## src/rtl/alu_exec_stage.sv

```systemverilog
// rtl/alu_exec_stage.sv - ALU execute stage: registered writeback port, status flags, iterative multiply when ALU_MUL_EN is defined
module alu_exec_stage #(
    parameter int WIDTH   = 16,
    parameter int RADDR_W = 3
) (
    input  logic               clock,
    input  logic               reset,
    input  logic               issue_valid,
    output logic               issue_ready,
    input  logic [3:0]         opcode,
    input  logic [WIDTH-1:0]   op_a,
    input  logic [WIDTH-1:0]   op_b,
    input  logic [RADDR_W-1:0] dest,
    output logic               wb_en,
    output logic [RADDR_W-1:0] wb_dr,
    output logic [WIDTH-1:0]   wb_data,
    output logic               flag_z,
    output logic               flag_n,
    output logic               flag_c,
    output logic               flag_v,
    output logic               busy
);
    localparam logic [3:0] OP_ADD = 4'd0;
    localparam logic [3:0] OP_SUB = 4'd1;
    localparam logic [3:0] OP_AND = 4'd2;
    localparam logic [3:0] OP_OR  = 4'd3;
    localparam logic [3:0] OP_XOR = 4'd4;
    localparam logic [3:0] OP_NOT = 4'd5;
    localparam logic [3:0] OP_SHL = 4'd6;
    localparam logic [3:0] OP_SHR = 4'd7;
    localparam logic [3:0] OP_SRA = 4'd8;
    localparam logic [3:0] OP_MOV = 4'd9;
    localparam logic [3:0] OP_MUL = 4'd10;
    localparam logic [3:0] OP_CMP = 4'd11;
    localparam int         MSB    = WIDTH - 1;

    logic               wb_en_q, wb_en_d;
    logic [RADDR_W-1:0] wb_dr_q, wb_dr_d;
    logic [WIDTH-1:0]   wb_data_q, wb_data_d;
    logic [3:0]         flags_q, flags_d;   // {z, n, c, v}

    logic [WIDTH-1:0]   alu_res;
    logic               alu_c, alu_v, alu_wr, alu_upd;
    logic [WIDTH:0]     wide;
    logic [3:0]         shamt;
    logic               accept;

    assign shamt = op_b[3:0];

    // Shifts run through a WIDTH+1 vector so the spare bit catches the last bit shifted out.
    always_comb begin
        alu_res = '0;
        alu_c   = 1'b0;
        alu_v   = 1'b0;
        alu_wr  = 1'b1;
        alu_upd = 1'b1;
        wide    = '0;
        case (opcode)
            OP_ADD: begin
                wide    = {1'b0, op_a} + {1'b0, op_b};
                alu_res = wide[MSB:0];
                alu_c   = wide[WIDTH];
                alu_v   = (op_a[MSB] == op_b[MSB]) && (alu_res[MSB] != op_a[MSB]);
            end
            OP_SUB, OP_CMP: begin
                alu_res = op_a - op_b;
                alu_c   = (op_a < op_b);
                alu_v   = (op_a[MSB] != op_b[MSB]) && (alu_res[MSB] != op_a[MSB]);
                alu_wr  = (opcode == OP_SUB);
            end
            OP_AND: alu_res = op_a & op_b;
            OP_OR:  alu_res = op_a | op_b;
            OP_XOR: alu_res = op_a ^ op_b;
            OP_NOT: alu_res = ~op_a;
            OP_SHL: begin
                wide    = {1'b0, op_a} << shamt;
                alu_res = wide[MSB:0];
                alu_c   = wide[WIDTH];
            end
            OP_SHR: begin
                wide    = {op_a, 1'b0} >> shamt;
                alu_res = wide[WIDTH:1];
                alu_c   = wide[0];
            end
            OP_SRA: begin
                wide    = $unsigned($signed({op_a, 1'b0}) >>> shamt);
                alu_res = wide[WIDTH:1];
                alu_c   = wide[0];
            end
            OP_MOV: alu_res = op_b;
            default: begin
                alu_wr  = 1'b0;
                alu_upd = 1'b0;
            end
        endcase
    end

`ifdef ALU_MUL_EN
    typedef enum logic {S_IDLE, S_MUL_RUN} state_e;
    localparam int CNT_W = $clog2(WIDTH);

    state_e               state_q, state_d;
    logic [CNT_W-1:0]     cnt_q, cnt_d;
    logic [2*WIDTH-1:0]   acc_q, acc_d, mcand_q, mcand_d, acc_step;
    logic [WIDTH-1:0]     mplier_q, mplier_d;
    logic [RADDR_W-1:0]   mdest_q, mdest_d;

    assign acc_step    = acc_q + (mplier_q[0] ? mcand_q : '0);
    assign issue_ready = (state_q == S_IDLE);
    assign busy        = (state_q == S_MUL_RUN);
`else
    assign issue_ready = 1'b1;
    assign busy        = 1'b0;
`endif

    assign accept = issue_valid && issue_ready;

    always_comb begin
        wb_en_d   = 1'b0;
        wb_dr_d   = wb_dr_q;
        wb_data_d = wb_data_q;
        flags_d   = flags_q;
`ifdef ALU_MUL_EN
        state_d   = state_q;
        cnt_d     = cnt_q;
        acc_d     = acc_q;
        mcand_d   = mcand_q;
        mplier_d  = mplier_q;
        mdest_d   = mdest_q;
`endif
        if (accept) begin
            if (alu_wr) begin
                wb_en_d   = 1'b1;
                wb_dr_d   = dest;
                wb_data_d = alu_res;
            end
            if (alu_upd) begin
                flags_d = {(alu_res == '0), alu_res[MSB], alu_c, alu_v};
            end
`ifdef ALU_MUL_EN
            if (opcode == OP_MUL) begin
                state_d  = S_MUL_RUN;
                cnt_d    = '0;
                acc_d    = '0;
                mcand_d  = {{WIDTH{1'b0}}, op_a};
                mplier_d = op_b;
                mdest_d  = dest;
            end
`endif
        end
`ifdef ALU_MUL_EN
        // One multiplier bit per cycle; the final step commits straight from acc_step.
        if (state_q == S_MUL_RUN) begin
            acc_d    = acc_step;
            mcand_d  = mcand_q << 1;
            mplier_d = mplier_q >> 1;
            cnt_d    = cnt_q + 1'b1;
            if (cnt_q == CNT_W'(WIDTH - 1)) begin
                state_d   = S_IDLE;
                wb_en_d   = 1'b1;
                wb_dr_d   = mdest_q;
                wb_data_d = acc_step[MSB:0];
                flags_d   = {(acc_step[MSB:0] == '0), acc_step[MSB],
                             |acc_step[2*WIDTH-1:WIDTH], |acc_step[2*WIDTH-1:WIDTH]};
            end
        end
`endif
    end

    always_ff @(posedge clock or negedge reset) begin
        if (!reset) begin
            wb_en_q   <= 1'b0;
            wb_dr_q   <= '0;
            wb_data_q <= '0;
            flags_q   <= '0;
`ifdef ALU_MUL_EN
            state_q   <= S_IDLE;
            cnt_q     <= '0;
            acc_q     <= '0;
            mcand_q   <= '0;
            mplier_q  <= '0;
            mdest_q   <= '0;
`endif
        end else begin
            wb_en_q   <= wb_en_d;
            wb_dr_q   <= wb_dr_d;
            wb_data_q <= wb_data_d;
            flags_q   <= flags_d;
`ifdef ALU_MUL_EN
            state_q   <= state_d;
            cnt_q     <= cnt_d;
            acc_q     <= acc_d;
            mcand_q   <= mcand_d;
            mplier_q  <= mplier_d;
            mdest_q   <= mdest_d;
`endif
        end
    end

    assign wb_en   = wb_en_q;
    assign wb_dr   = wb_dr_q;
    assign wb_data = wb_data_q;
    assign flag_z  = flags_q[3];
    assign flag_n  = flags_q[2];
    assign flag_c  = flags_q[1];
    assign flag_v  = flags_q[0];

endmodule

```

## config.mk

```make
export PLATFORM = sky130hd
export DESIGN_NAME = alu_exec_stage
export DESIGN_NICKNAME = d
export VERILOG_FILES = /design/src/rtl/alu_exec_stage.sv
export SDC_FILE = /design/constraint.sdc
export NUM_CORES = 1
export LEC_CHECK = 0
export ABC_AREA = 1
export CAP_MARGIN = 20
export CORE_MARGIN = 1
export CORE_UTILIZATION = 59
export CTS_CLUSTER_SIZE = 30
export DETAILED_ROUTE_END_ITERATION = 7
export GPL_TIMING_DRIVEN = 0
export HOLD_SLACK_MARGIN = 0.02
export PLACE_DENSITY = 0.84
export SLEW_MARGIN = 25
export SYNTH_ARGS = -nofsm -noshare
export SYNTH_HDL_FRONTEND = slang
export SYNTH_SLANG_ARGS = --single-unit
```

## constraint.sdc

```tcl
create_clock -name clock -period 0.8 [get_ports clock]
set_input_delay 0.2 -clock clock [delete_from_list [all_inputs] [get_ports clock]]
set_output_delay 0.2 -clock clock [all_outputs]
set_load 0.01 [all_outputs]
```

==> results of run 1 <==
## metal layers
layer,GRT usage (%),overflow
met1,65.7,0
met2,86.6,1
met3,39.1,0
met4,61.1,1
met5,3.08,0
## metrics by stage
step                worst slack [ns]  setup TNS [ns]  hold WS, ns  utilization [%]
floorplan                      -1.22          -19.51      -0.0956                -
global placement               -2.40          -66.07        0.455             72.9
detailed placement             -2.40          -67.60        0.466             72.9
CTS                            -1.26          -24.13       0.0364             86.4
## cells by family after synthesis
| kind of cell | count (synthesis) | share of synthesized area [%] |
|---|---|---|
| AOI/OAI and AO/OA | 104 | 10.1 |
| adders and majority gates | 54 | 12.1 |
| buffers and inverters | 173 | 12.7 |
| DFF | 24 | 10.5 |
| and+or+nand+nor | 731 | 54.0 |
| xor gates and xnor gates | 3 | 0.460 |
| other | 2 | 0.132 |
## synth_stat cells (all sizes together), types with 5 or more instances
| master | instances |
|---|---|
| a21oi | 37 |
| inv | 132 |
| clkbuf | 6 |
| nand2 | 422 |
| o21ai | 40 |
| o211ai | 7 |
| nand3 | 166 |
| nor3 | 8 |
| ha | 52 |
| o22ai | 11 |
| nand4 | 13 |
| nor2 | 118 |
| dfrtp | 24 |
| buf | 35 |
| a31oi | 5 |
## repair_timing
item	in CTS
gates cloned	4
endpoints found under the hold margin	0
pin swaps	75
resized for setup	505
setup buffers	73
endpoints found under the setup margin	72
==> results by group, run 1 <==
CTS
  – CTS H-tree depth: 1
  – Root Buffer: clkbuf_8
  – CTS sink cnt: 24
  – Num CTS Buffers: 3
  – Deepest clock path buffer count: 2
  – Post-CTS Hold Buffers: 0

Synthesis
  – Synth cell types: 35
  – Synthesized flop and latch total: 24
  – Mapped Area: 5710 um^2
  – Top cells by area, synth: nand2_1 27%, nand3_1 14%, ha_1 11%
  – Yosys top cell by area: nand2_1
  – Main synth FF type: dfrtp_1
  – Post-Syn Instances: 1091
  – Post-synth top area share: 27.0%
  – Async S/R FF share, synth: between 90% and 100%
  – Syn_area_per_cell: between 5 and 6 um^2
  – Sequential-to-total area share from yosys stat: around a tenth
  – Net Count, Synth: between 1000 and 1500
  – EDFF count, synth: 0
  – Yosys warns: 0

Floorplanning
  – Die W: 100 um
  – Die height: approximately 100 um
  – Initial core utilization: 61.2%
  – Row cnt: 35
  – Boundary Pins: just under 70

Placement
  – Placed Area: between 6000 and 7000 um^2
  – Post-DP HPWL: around 18000 um
  – Placed insts: 1285
  – GPL Wtd Cong: 1.13
  – Port-buffer cells: 65

Status
  – Error: [ERROR GRT-0116] Global routing finished with congestion. Check the congestion regions in the DRC Viewer.
  – Outcome: stopped before the end
  – Fail Step: 5_1_grt

Global route
  – First-pass GRT wire length: ~49000 um
  – Grt ovf: 2
  – Gr usage total: 63.5%
  – Largest net degree at the start of global routing: 25
  – Vias in the first global route: 9585
==> run 2: changes to the inputs <==
--- a/config.mk
+++ b/config.mk
@@ -8,12 +8,10 @@
 export ABC_AREA = 1
 export CAP_MARGIN = 20
 export CORE_MARGIN = 1
-export CORE_UTILIZATION = 59
-export CTS_CLUSTER_SIZE = 30
+export CORE_UTILIZATION = 40
 export DETAILED_ROUTE_END_ITERATION = 7
 export GPL_TIMING_DRIVEN = 0
-export HOLD_SLACK_MARGIN = 0.02
-export PLACE_DENSITY = 0.84
+export PLACE_DENSITY_LB_ADDON = 0.15
 export SLEW_MARGIN = 25
 export SYNTH_ARGS = -nofsm -noshare
 export SYNTH_HDL_FRONTEND = slang
==> results by group, run 2 <==
Global route
  – Largest net degree at the start of global routing: 25
  – Initial antenna violation count: 0
  – First-pass GRT wire length: 40000 um
  – Gr usage total: 35.4%
  – Vias in the first global route: 7229
  – Grt ovf: 0

Routing
  – Routed vias: a little over 8000
  – Wirelength per Cell: ~19 um
  – Drt total wl: about 27000 um
  – Iteration count of the initial detailed-routing pass: 7
  – First DRT Iteration DRCs: 864
  – Post-DR vias/cell: 5.71
  – DRT antenna net count: 0
  – Post-route DRC violation count: 0

Placement
  – Port-buffer cells: between 60 and 70
  – Post-DP HPWL: 19600 um
  – Placed Area: 6860 um^2
  – GPL Wtd Cong: 0.998

STA
  – Final hold viol count: 24
  – Setup violators final: between 40 and 50
  – Fin Setup TNS: -26.08 ns
  – Post-route setup slack: -1.34 ns
  – Final min period: 2.14 ns
  – Fmax: between 400 and 500 MHz
  – Fin Hold WS: -0.0817 ns
  – Final period utilization: 268%
  – RSZ-0062 raised after global routing: true
  – Max_slew headroom: a little under three fifths
  – Clock skew: 0 ns
  – Final Max Tran Viols: 0
  – Slew @ Worst Pin: 0.651 ns

CTS
  – Root Buffer: clkbuf_16
  – CTS tree: yes
  – Deepest clock path buffer count: 2
  – CTS H-tree depth: 1
  – Clock Latency Late Sink: 0.26 ns
  – Num CTS Buffers: 3
  – Reg clk slew, reported paths: around 0.06 ns
  – CTS sink cnt: 24

Status
  – Outcome: complete, but fails checks
  – Failing checks: hold timing, setup timing

Pwr
  – Leakage: 4.51 nW
  – Net Sw Power: roughly 4.1 mW
  – Sequential Power Share: 16.9%
  – Peak supply drop: about 0.74 mV
  – Internal power: between 4 and 5 mW
  – Clock Power Share: 16.1%
  – Switching Share: between 40 and 50%
  – PD cells: ~1000 nW/um^2
  – Combinational fraction of design power: 66.9%

Synthesis
  – Yosys warns: 0
  – EDFF count, synth: 0
  – Post-Syn Instances: 1091
  – Syn_area_per_cell: 5.23 um^2
  – Sequential-to-total area share from yosys stat: between 10% and 20%
  – Synth top cells by count: 411 x nand2_1, 164 x nand3_1, 126 x inv_1
  – Top cells by area, synth: nand2_1 27%, nand3_1 14%, ha_1 11%
  – Net Count, Synth: about 1200
  – Main synth FF type: dfrtp_1
  – Synth cell types: 35
  – Yosys top cell by area: nand2_1
  – Mapped Area: 5710 um^2
  – Count leader, synth: nand2_1
  – Post-synth top area share: 27.0%
  – Async S/R FF share, synth: 100%
  – Synthesized flop and latch total: 24

Floorplanning
  – Initial core utilization: between 40% and 50%
  – Core area: 13900 um^2
  – Boundary Pins: slightly below 70
  – Die W: 121 um
  – Die area: 14800 um^2
  – Die height: 121 um
  – Row cnt: 43

Flow run
  – Max Cap Viol: 0

Cells and area
  – Ant. Diodes: 0
  – Final core occ: between 60% and 70%
  – Post-layout instance area: 8680 um^2
  – Commonest non-fill, non-tap cell in the layout: nand2_1
  – Final #Nets: around 1400
  – Layout cells sized above 1: 36.3%
  – Max FFs per register: 16
  – Most frequent cells in the layout: 335 x nand2_1, 128 x nand3_1, 95 x inv_1
  – Area Overhead vs Synth: 52.1%
  – # fillers: 1374

Worst setup path
  – Critical path required time: 1.00 ns
  – Reg2reg path depth: 4
  – Critical path class: primary input to flop
  – Endpoint arrival time on the critical path: 2.34 ns
  – CP Capture Type: flop
  – CP top delay family: simple AND/OR/NAND/NOR gates
  – Worst reg2reg startpoint: wb_data[8]$_DFFE_PN0P_
  – CP startpoint kind: primary input
  – Worst path buffer plus inverter count: 7
  – Worst-path fanout max: 5
  – Worst path slowest cell: fa_2
  – Crit path cell chain: buf_8 -> buf_8 -> inv_4 -> buf_8 -> buf_12 -> fa_2 -> inv_2 -> nor2_2 -> nand2_2 -> buf_4 -> nand3_2 -> nand3_2 -> o21ai_2 -> nor2_2 -> nand3_2 -> nor2_2 -> nand2_1 -> nor2_1 -> nand2_1 -> nand2_1
  – Setup crit start: op_b[1]
  – Instance count on the critical path: 20
  – Max incr delay on CP: 0.39 ns

Min path
  – HP Class: primary input to async pin
==> run 2: cell counts after synthesis <==
Identical to the previous run, type by type.
==> run 2: power by group through the flow <==
stage / Clock (mW) / Sequential (mW) / Combinational, mW
detailed placement: 0 / 1.53 / 4.19
floorplan: 0 / 1.61 / 2.49
finish: 1.43 / 1.50 / 5.95
CTS: 1.43 / 1.49 / 5.17
global placement: 0 / 1.52 / 4.19
global route: 1.50 / 1.52 / 6.38
==> run 2: cells by family (layout without fill, tap and decap cells) <==
kind of cell,after synthesis,count (layout),share of synthesized area (%)
other cells,2,2,0.132
xor+xnor,3,3,0.460
flops,24,24,10.5
compound gates,104,104,10.1
simple gates,731,731,54.0
buf+inv,173,337,12.7
fa+ha+maj,54,54,12.1
==> run 2: what timing repair did <==
item | CTS | global route
pin swaps | 61 | 81
setup buffers | 70 | 30
gates cloned | 3 | 0
resized for setup | 475 | 123
setup endpoints to repair | 48 | 47
hold endpoints to repair | 24 | 24
==> run 2: per-stage QoR <==
step	power [mW]	cells	setup slack [ns]	hold WS [ns]
6_report	8.89	1435	-1.34	-0.0817
5_1_grt	9.39	1435	-1.41	-0.0289
4_1_cts	8.09	1408	-1.23	-0.0664
3_5_place_dp	5.72	1336	-2.44	0.208
3_3_place_gp	5.71	1336	-2.46	0.454
2_1_floorplan	4.11	1091	-1.22	-0.0956
==> run 2: worst paths after layout <==
check / end / slack [ns]
worst max-delay path: flags_q[3]$_DFFE_PN0P_ / -1.34
worst min-delay path: wb_data[10]$_DFFE_PN0P_ / -0.08
worst max register to register: wb_data[8]$_DFFE_PN0P_ / -0.10
worst min register to register: flags_q[1]$_DFFE_PN0P_ / 0.47
max in group asynchronous: wb_data[9]$_DFFE_PN0P_ / 0.53
min in group clock: flags_q[1]$_DFFE_PN0P_ / 0.36
==> run 2: cell type report <==
class	instances	area [um^2]	share of cell area (%)
clock buffers	3	75.1	0.864
multi-input cells	894	5460	62.9
plain buffers	38	422	4.86
well taps	180	225	2.59
repair buffers	163	1300	14.9
clock inverters	1	30.0	0.346
flip-flops and latches	24	601	6.92
inverters	132	576	6.63
==> run 2: metal layers <==
layer	vias to the layer above	routed length [um]	global-route usage [%]
met3	91	2620	3.62
met2	478	12000	58.5
met1	3803	11100	48.7
met5	-	0	0
li1	3825	-	-
met4	0	1030	9.26
(Power assumes the default switching activity.)
==> run 3: changes to the inputs <==
--- a/config.mk
+++ b/config.mk
@@ -12,7 +12,7 @@
 export DETAILED_ROUTE_END_ITERATION = 7
 export GPL_TIMING_DRIVEN = 0
 export PLACE_DENSITY_LB_ADDON = 0.15
-export SLEW_MARGIN = 25
+export SLEW_MARGIN = 15
 export SYNTH_ARGS = -nofsm -noshare
 export SYNTH_HDL_FRONTEND = slang
 export SYNTH_SLANG_ARGS = --single-unit
==> results by group, run 3 (synthesis results as in run 2) <==
Floorplanning
  – Row cnt: 43
  – Die area: 14800 um^2
  – Boundary Pins: 68
  – Die W: approximately 120 um
  – Core area: 13900 um^2
  – Die height: 121 um
  – Initial core utilization: 41.1%

Cells and area
  – Final #Nets: 1345
  – Layout cells sized above 1: between 30% and 40%
  – Max FFs per register: 16
  – Commonest non-fill, non-tap cell in the layout: nand2_1
  – Final Non-Filler Cells: 1428
  – Ant. Diodes: 0
  – Area Overhead vs Synth: 51.4%
  – Most frequent cells in the layout: 340 x nand2_1, 125 x nand3_1, 96 x inv_1

Worst setup path
  – Max incr delay on CP: 0.22 ns
  – Critical path required time: 1.00 ns
  – Critical path class: primary input to flop
  – Endpoint arrival time on the critical path: 2.28 ns
  – Worst path buffer plus inverter count: 5
  – Most used cell, CP: nand2_1
  – Worst path slowest cell: ha_4
  – Crit path cell chain: buf_6 -> buf_8 -> inv_4 -> buf_8 -> buf_12 -> ha_4 -> nor2_4 -> nand2_4 -> nand3_4 -> nand2_2 -> nand2_2 -> nand2_1 -> nand3_1 -> nand3_2 -> nor2_2 -> nand2_1 -> nor2_1 -> nand2_1 -> nor2_1 -> nand2_1 -> nand2_1
  – Worst-path fanout max: 5
  – CP top delay family: simple AND/OR/NAND/NOR gates
  – CP startpoint kind: primary input
  – Worst reg2reg startpoint: wb_data[15]$_DFFE_PN0P_
  – RR Endpoint: wb_data[15]$_DFFE_PN0P_
  – FF-to-FF setup slack: -0.07 ns
  – CP Capture Type: flop
  – Reg2reg path depth: 4

STA
  – Fmax: 480 MHz
  – Final Max Tran Viols: 0
  – Slew @ Worst Pin: 0.622 ns
  – Post-route setup slack: -1.28 ns
  – Max_slew headroom: 58.5%
  – Setup violators final: 47
  – RSZ-0062 raised after global routing: true
  – Fin Setup TNS: -24.83 ns
  – Final min period: 2.08 ns
  – Clock skew: 0 ns
  – Fin Hold WS: around 0.046 ns
  – Final hold viol count: 0
  – Final period utilization: 261%

Routing
  – Iteration count of the initial detailed-routing pass: 6
  – Post-route DRC violation count: 0
  – Drt total wl: 27300 um
  – DRT antenna net count: 0
  – First DRT Iteration DRCs: 916
  – Post-DR vias/cell: 5.72
  – Routed vias: 8173
  – Wirelength per Cell: 19.1 um

Flow run
  – Max Cap Viol: 0

CTS
  – Clock Latency Late Sink: 0.26 ns
  – Reg clk slew, reported paths: 0.06 ns
  – Root Buffer: clkbuf_16
  – CTS tree: yes
  – Num CTS Buffers: 3
  – CTS sink cnt: 24
  – CTS H-tree depth: 1
  – Deepest clock path buffer count: 2

Global route
  – Initial antenna violation count: 0
  – Gr usage total: 36.2%
  – First-pass GRT wire length: 41000 um
  – Largest net degree at the start of global routing: 25
  – Vias in the first global route: 7407
  – Grt ovf: 0

Placement
  – Placed insts: roughly 1300
  – GPL Wtd Cong: 0.998
  – Port-buffer cells: 65
  – Post-DP HPWL: 19600 um

Pwr
  – Peak supply drop: 1.03 mV
  – Total Power: between 8 and 9 mW
  – PD cells: 1020 nW/um^2
  – Leakage: 4.46 nW

Min path
  – HP Class: primary input to async pin

Status
  – Outcome: complete, but fails checks
  – Failing checks: setup timing
-- run 3: cell count changes in the layout (fill, tap and decap cells not counted), sizes merged --
cell | previous run | this run
buf | 175 | 170
clkbuf | 12 | 11
clkdlybuf4s15 | 6 | 8
clkinv | 2 | 0
dlygate4sd2 | 7 | 4
inv | 128 | 130
-- run 3: layout make-up --
type	count	area, um^2
inverter	132	558
sequential	24	601
multi-input combinational	894	5510
tap	180	225
clock buffer	3	75.1
fill	1375	5240
clock inverter	1	30.0
buffer	39	422
timing repair buffer	155	1220
-- run 3: worst register-to-register path, cell delays in order, from the launching register on --
cell,delay (ns)
dfrtp_1,0.39
buf_4,0.14
buf_4,0.12
nand2_1,0.07
o21ai_2,0.06
-- run 3: per-stage QoR --
step	worst slack, ns	util [%]	instance area (um^2)
2_1_floorplan	-1.22	-	5990
3_3_place_gp	-2.46	49.4	6860
3_5_place_dp	-2.46	49.4	6860
4_1_cts	-1.23	58.7	8150
5_1_grt	-1.40	62.3	8640
6_report	-1.28	62.3	8640
-- run 3: worst max-delay path by stage --
stage / from / endpoint / slack, ns / depth (start not counted)
floorplan: op_b[3] / flags_q[3]$_DFFE_PN0P_ / -1.22 / 20
global placement: op_b[2] / flags_q[3]$_DFFE_PN0P_ / -2.46 / 20
detailed placement: op_b[2] / flags_q[3]$_DFFE_PN0P_ / -2.46 / 20
CTS: op_b[3] / flags_q[3]$_DFFE_PN0P_ / -1.23 / 20
global route: op_b[1] / flags_q[3]$_DFFE_PN0P_ / -1.40 / 18
finish: op_b[1] / flags_q[3]$_DFFE_PN0P_ / -1.28 / 21
-- run 3: power by group --
part,switching [mW],total (mW),internal (mW)
clock network,0.437,1.43,0.995
registers,0.100,1.50,1.40
logic,3.54,5.90,2.36
total,4.08,8.84,4.76
-- run 3: routing by layer --
metal,GRT usage [%],up-vias,part of all wire [%]
met4,11.2,0,3.7
met3,4.42,79,10
met5,0,-,0
met2,59.7,484,46
li1,-,3810,-
met1,48.6,3800,40
-- run 3: timing repair --
action | in CTS | in global routing
setup buffers | 75 | 13
gates resized for setup | 500 | 111
endpoints found under the setup margin | 72 | 47
hold endpoints to repair | 0 | 0
pin swaps | 74 | 68
cloned | 4 | 1
hold buffers | 0 | 0
